`src/rtl/vga_timing_gen_if.sv`:
```
// Raster timing bundle between the timing generator and pixel fetch.
// The generator drives the counts and strobes; the consumer drives enable.
interface vga_timing_gen_if #(
    parameter int CW = 16
) ();
    logic          enable;
    logic [CW-1:0] h_count;
    logic [CW-1:0] v_count;
    logic          hsync;
    logic          vsync;
    logic          display_en;
    logic [CW-1:0] pixel_x;
    logic [CW-1:0] pixel_y;
    logic          line_start;
    logic          frame_start;

    modport master (
        input  enable,
        output h_count, v_count, hsync, vsync, display_en,
        output pixel_x, pixel_y, line_start, frame_start
    );

    modport slave (
        output enable,
        input  h_count, v_count, hsync, vsync, display_en,
        input  pixel_x, pixel_y, line_start, frame_start
    );
endinterface

```
`src/rtl/vga_timing_gen.sv`:
```
// VGA raster timing generator: h/v counters with registered syncs,
// display enable, pixel coordinates and line/frame strobes.
module vga_timing_gen #(
    parameter int   H_ACTIVE = 640,
    parameter int   H_FP     = 16,
    parameter int   H_SYNC   = 96,
    parameter int   H_BP     = 48,
    parameter int   V_ACTIVE = 480,
    parameter int   V_FP     = 10,
    parameter int   V_SYNC   = 2,
    parameter int   V_BP     = 33,
    parameter logic HS_POL   = 1'b0,
    parameter logic VS_POL   = 1'b0,
    parameter int   CW       = 16
) (
    input  logic              clk_25Mhz,
    input  logic              rst_n,
    vga_timing_gen_if.master  vga
);
    localparam int H_TOTAL = H_ACTIVE + H_FP + H_SYNC + H_BP;
    localparam int V_TOTAL = V_ACTIVE + V_FP + V_SYNC + V_BP;

    localparam logic [CW-1:0] H_LAST   = CW'(H_TOTAL - 1);
    localparam logic [CW-1:0] V_LAST   = CW'(V_TOTAL - 1);
    localparam logic [CW-1:0] H_VIS    = CW'(H_ACTIVE);
    localparam logic [CW-1:0] V_VIS    = CW'(V_ACTIVE);
    localparam logic [CW-1:0] HS_START = CW'(H_ACTIVE + H_FP);
    localparam logic [CW-1:0] HS_END   = CW'(H_ACTIVE + H_FP + H_SYNC);
    localparam logic [CW-1:0] VS_START = CW'(V_ACTIVE + V_FP);
    localparam logic [CW-1:0] VS_END   = CW'(V_ACTIVE + V_FP + V_SYNC);

    logic [CW-1:0] h_q;
    logic [CW-1:0] v_q;
    logic [CW-1:0] h_n;
    logic [CW-1:0] v_n;
    logic          h_wrap;
    logic          v_wrap;
    logic          hs_act;
    logic          vs_act;
    logic          de_n;

    logic          hsync_q;
    logic          vsync_q;
    logic          de_q;
    logic [CW-1:0] px_q;
    logic [CW-1:0] py_q;
    logic          ls_q;
    logic          fs_q;

    // Next-state counts and the output decode taken from them
    always_comb begin
        h_wrap = (h_q == H_LAST);
        v_wrap = (v_q == V_LAST);
        h_n    = h_wrap ? '0 : h_q + 1'b1;
        v_n    = v_q;
        if (h_wrap) begin
            v_n = v_wrap ? '0 : v_q + 1'b1;
        end
        hs_act = (h_n >= HS_START) && (h_n < HS_END);
        vs_act = (v_n >= VS_START) && (v_n < VS_END);
        de_n   = (h_n < H_VIS) && (v_n < V_VIS);
    end

    // Counter and output registers; everything freezes when disabled
    always_ff @(posedge clk_25Mhz or negedge rst_n) begin
        if (!rst_n) begin
            h_q     <= H_LAST;
            v_q     <= V_LAST;
            hsync_q <= ~HS_POL;
            vsync_q <= ~VS_POL;
            de_q    <= 1'b0;
            px_q    <= '0;
            py_q    <= '0;
            ls_q    <= 1'b0;
            fs_q    <= 1'b0;
        end else if (vga.enable) begin
            h_q     <= h_n;
            v_q     <= v_n;
            hsync_q <= hs_act ? HS_POL : ~HS_POL;
            vsync_q <= vs_act ? VS_POL : ~VS_POL;
            de_q    <= de_n;
            px_q    <= de_n ? h_n : '0;
            py_q    <= de_n ? v_n : '0;
            ls_q    <= h_wrap;
            fs_q    <= h_wrap && v_wrap;
        end else begin
            ls_q    <= 1'b0;
            fs_q    <= 1'b0;
        end
    end

    assign vga.h_count     = h_q;
    assign vga.v_count     = v_q;
    assign vga.hsync       = hsync_q;
    assign vga.vsync       = vsync_q;
    assign vga.display_en  = de_q;
    assign vga.pixel_x     = px_q;
    assign vga.pixel_y     = py_q;
    assign vga.line_start  = ls_q;
    assign vga.frame_start = fs_q;
endmodule

```
`src/flat_wrapper.sv`:
```
// flat-port wrapper written by rule: the top's interface ports become plain ports
module vga_timing_gen_flat 
#(
    parameter int   H_ACTIVE = 640,
    parameter int   H_FP     = 16,
    parameter int   H_SYNC   = 96,
    parameter int   H_BP     = 48,
    parameter int   V_ACTIVE = 480,
    parameter int   V_FP     = 10,
    parameter int   V_SYNC   = 2,
    parameter int   V_BP     = 33,
    parameter logic HS_POL   = 1'b0,
    parameter logic VS_POL   = 1'b0,
    parameter int   CW       = 16
)
  (clk_25Mhz, rst_n, vga_enable, vga_h_count, vga_v_count, vga_hsync, vga_vsync, vga_display_en, vga_pixel_x, vga_pixel_y, vga_line_start, vga_frame_start);
  vga_timing_gen_if #(.CW(CW)) vga_i ();
  input  logic clk_25Mhz;
  input  logic rst_n;
  input wire logic [$bits(vga_i.enable)-1:0] vga_enable;
  output wire logic [$bits(vga_i.h_count)-1:0] vga_h_count;
  output wire logic [$bits(vga_i.v_count)-1:0] vga_v_count;
  output wire logic [$bits(vga_i.hsync)-1:0] vga_hsync;
  output wire logic [$bits(vga_i.vsync)-1:0] vga_vsync;
  output wire logic [$bits(vga_i.display_en)-1:0] vga_display_en;
  output wire logic [$bits(vga_i.pixel_x)-1:0] vga_pixel_x;
  output wire logic [$bits(vga_i.pixel_y)-1:0] vga_pixel_y;
  output wire logic [$bits(vga_i.line_start)-1:0] vga_line_start;
  output wire logic [$bits(vga_i.frame_start)-1:0] vga_frame_start;
  assign vga_i.enable = vga_enable;
  assign vga_h_count = vga_i.h_count;
  assign vga_v_count = vga_i.v_count;
  assign vga_hsync = vga_i.hsync;
  assign vga_vsync = vga_i.vsync;
  assign vga_display_en = vga_i.display_en;
  assign vga_pixel_x = vga_i.pixel_x;
  assign vga_pixel_y = vga_i.pixel_y;
  assign vga_line_start = vga_i.line_start;
  assign vga_frame_start = vga_i.frame_start;
  vga_timing_gen #(.H_ACTIVE(H_ACTIVE), .H_FP(H_FP), .H_SYNC(H_SYNC), .H_BP(H_BP), .V_ACTIVE(V_ACTIVE), .V_FP(V_FP), .V_SYNC(V_SYNC), .V_BP(V_BP), .HS_POL(HS_POL), .VS_POL(VS_POL), .CW(CW)) u_core (.clk_25Mhz(clk_25Mhz), .rst_n(rst_n), .vga(vga_i));
endmodule
```
`config.mk`:
```
export PLATFORM = sky130hd
export DESIGN_NAME = vga_timing_gen_flat
export DESIGN_NICKNAME = d
export VERILOG_FILES = /design/src/rtl/vga_timing_gen_if.sv /design/src/rtl/vga_timing_gen.sv /design/src/flat_wrapper.sv
export SDC_FILE = /design/constraint.sdc
export NUM_CORES = 1
export LEC_CHECK = 0
export BUFFER_PORTS_ARGS = -buffer_cell sky130_fd_sc_hd__buf_2
export CORE_MARGIN = 4
export CORE_UTILIZATION = 60
export CTS_CLUSTER_SIZE = 20
export DETAILED_ROUTE_END_ITERATION = 12
export HOLD_SLACK_MARGIN = 0.1
export PLACE_DENSITY = 0.9
export SLEW_MARGIN = 10
export SYNTH_ARGS = -nofsm -noshare
export SYNTH_HDL_FRONTEND = slang
export SYNTH_SLANG_ARGS = --single-unit
```
`constraint.sdc`:
```
create_clock -name clk_25Mhz -period 4.8 [get_ports clk_25Mhz]
set_clock_uncertainty 0.15 [all_clocks]
set_input_delay 0.48 -clock clk_25Mhz [delete_from_list [all_inputs] [get_ports clk_25Mhz]]
set_output_delay 0.48 -clock clk_25Mhz [all_outputs]
set_load 0.005 [all_outputs]
```
==> metrics.txt <==
most frequent cells in the layout buf_2, dfrtp_1, nand2_1; Internal Pwr Total 0.000996 W; initial antenna violation count 0; hold slack 0.138 ns; fin crit period 3.79 ns; Die Area 0.00760 mm^2; Mean Syn Cell Area 9.85 um^2; Mapped Nets 388; crit end category flip-flop; io pins 72; DR iter-0 viols 412; Sink Count 69; CTS H-tree lvls 3; DRC viols 0; Sw Pwr 0.000445 W; via count 3281; # nets final 444; Initial Utilization 0.628; Final Cycle Share 0.790; share of cells above drive strength 1 0.269; most common cell after layout, fill and taps aside buf_2; GRT Total Usage 0.273; Die H 87.2 um; Cells after Synth 382; Hold Buf Count CTS 0; crit-path max FO 17; final setup violation count 0; vias in the first global route 3083; number of flops mapped to enable cells by yosys 0; Rel. slew slack 0.443; fraction of registers with async set/reset 1.00; leading area contributor after synthesis dfrtp_1; status completed; RSZ-0062 raised after global routing false; FP Rows 28; CP Launch Type flip-flop; CTS root buffer clkbuf_8; WL final 9550 um; post-route ant nets 0; fin. max-slew vios 0; VDD IR max 217 uV; switch share 0.309; Overflow after GRT 0; clk slew on worst S/H paths 0.08 ns; Pleak 1.91 nW; Pre-Repair DR Iteration Count 5; Worst-Margin Slew 0.836 ns; Comb pwr share 0.159; P&R area growth vs syn 14.2%; reg2reg end u_core.vga.pixel_x[3]$_DFFE_PN0P_; post-CTS setup buffers 0; Die W 87.2 um; Req. time, crit path 4.90 ns; RR Startpoint u_core.vga.h_count[0]$_DFFE_PN1P_; post-synth top area share 0.379; largest net degree at the start of global routing 70; Routed wire per std cell 18.4 um; Reg2Reg Depth 8; Skew-Pair Late Insertion Delay 0.36 ns; DR vias/cell 6.33; post-detail-place hpwl 6300 um; Fmax 0.264 GHz; Crit Path Class reg2reg; max-cap viol count 0; IO buf count 71; Resize count post-CTS 0; Mapped Area 0.00376 mm^2; FF+latch count, synth 69; CTS tree yes; top_reg_cell synth dfrtp_1; first-pass GRT wire length 16000 um; Seq/Total Area, Yosys 0.463; CTS Buffer Depth 2; worst min path class in2async; # diodes 0; Final Hold Viols 0; CP arrival 3.89 ns; r2r setup slk 1.01 ns; top post-synthesis cells by area dfrtp_1, dfstp_2, xnor2_1; CTS Buf Count 9; Sum Neg Setup Slack 0 ns; Core Box Area 0.00599 mm^2; Flop pwr share 0.494; Cell variety after synth 57; PwrDens 335 mW/mm^2; yosys warns 0; RePlAce Congestion 0.903; Clk pwr share 0.347
-- metrics by stage --
step / setup WS [ns] / instance area (um^2) / instances / utilization / total power [W]
after global routing: 0.715 / 4300 / 518 / 0.717 / 0.00151
after global placement: 1.35 / 4090 / 502 / 0.683 / 0.000938
after CTS: 1.09 / 4300 / 518 / 0.717 / 0.00144
after detailed placement: 1.14 / 4090 / 502 / 0.683 / 0.000947
after floorplan: 1.84 / 3760 / 382 / - / 0.000859
final: 1.01 / 4300 / 518 / 0.717 / 0.00144
-- cells in the mapped netlist (3+ instances only) --
cell and count:
dfrtp_1 57, nand2_1 34, nand3_1 27, xnor2_1 24
o21ai_0 21, nor2_1 19, nand4_1 16, clkbuf_1 15
a21oi_1 13, nor2b_1 13, nor3_1 13, dfstp_2 12
inv_1 10, buf_2 9, o2bb2ai_2 9, and4_1 6
xor2_1 6, nor4_1 5, o2bb2ai_1 5, o31ai_1 5
a21o_1 4, and3_1 4, mux2i_1 4, nor4b_1 4
ha_1 3, or3_1 3
-- layout make-up --
type                    count  area, um^2
multi-input cells         274        1840
flip-flops and latches     69        1740
fillers                   439        1700
repair buffers             74         378
clock buffers              10         138
well taps                  75        93.8
clock inverters             6        68.8
inverters                  10        37.5
-- power groups by stage --
stage	Combinational, W	Clock, W	Sequential [W]
floorplan	0.000172	0	0.000687
global placement	0.000221	0	0.000717
detailed placement	0.000228	0	0.000720
CTS	0.000230	0.000497	0.000709
global route	0.000253	0.000531	0.000721
finish	0.000229	0.000500	0.000712
-- how the worst max path moves through the flow --
stage,depth (start not counted),to,from,slack [ns]
finish,8,u_core.vga.pixel_x[3]$_DFFE_PN0P_,u_core.vga.h_count[0]$_DFFE_PN1P_,1.01
global route,8,u_core.vga.pixel_x[3]$_DFFE_PN0P_,u_core.vga.h_count[0]$_DFFE_PN1P_,0.71
CTS,8,u_core.vga.pixel_x[3]$_DFFE_PN0P_,u_core.vga.h_count[0]$_DFFE_PN1P_,1.09
detailed placement,8,u_core.vga.pixel_x[3]$_DFFE_PN0P_,u_core.vga.h_count[0]$_DFFE_PN1P_,1.14
global placement,8,u_core.vga.pixel_x[5]$_DFFE_PN0P_,u_core.vga.h_count[0]$_DFFE_PN1P_,1.35
floorplan,11,u_core.vga.pixel_y[4]$_DFFE_PN0P_,u_core.vga.h_count[0]$_DFFE_PN1P_,1.84
-- critical path, stage by stage (launching register included) --
cell and delay (ns):
dfstp_2 0.58, ha_1 0.28, and4_1 0.39, and4_1 0.67, nand3_1 0.26, mux2i_1 0.20
and4_1 0.36, nand4_4 0.34, o32ai_1 0.45
-- registers in the layout, indices dropped and copies added (netlist names) --
name	flops
u_core.vga.v_count	16
u_core.vga.display_en	1
u_core.vga.hsync	1
u_core.vga.pixel_x	16
u_core.vga.line_start	1
u_core.vga.h_count	16
u_core.vga.pixel_y	16
u_core.vga.frame_start	1
u_core.vga.vsync	1
-- cells by family after synthesis --
group / count (synthesis) / share of synthesized area
AO/OA/AOI/OAI: 76 / 0.159
XOR/XNOR: 30 / 0.0699
adder cells (fa/ha/maj): 3 / 0.00998
buffers and inverters: 39 / 0.0482
flip-flops: 69 / 0.463
multiplexers: 6 / 0.0166
AND/OR/NAND/NOR: 159 / 0.233
-- metal layers --
layer | GRT usage | up-vias | part of all wire
li1 | - | 1499 | -
met1 | 0.380 | 1596 | 0.43
met2 | 0.405 | 160 | 0.46
met3 | 0.0653 | 26 | 0.081
met4 | 0.123 | 0 | 0.028
met5 | 0 | - | 0
Power figures use the tool's default switching activity.
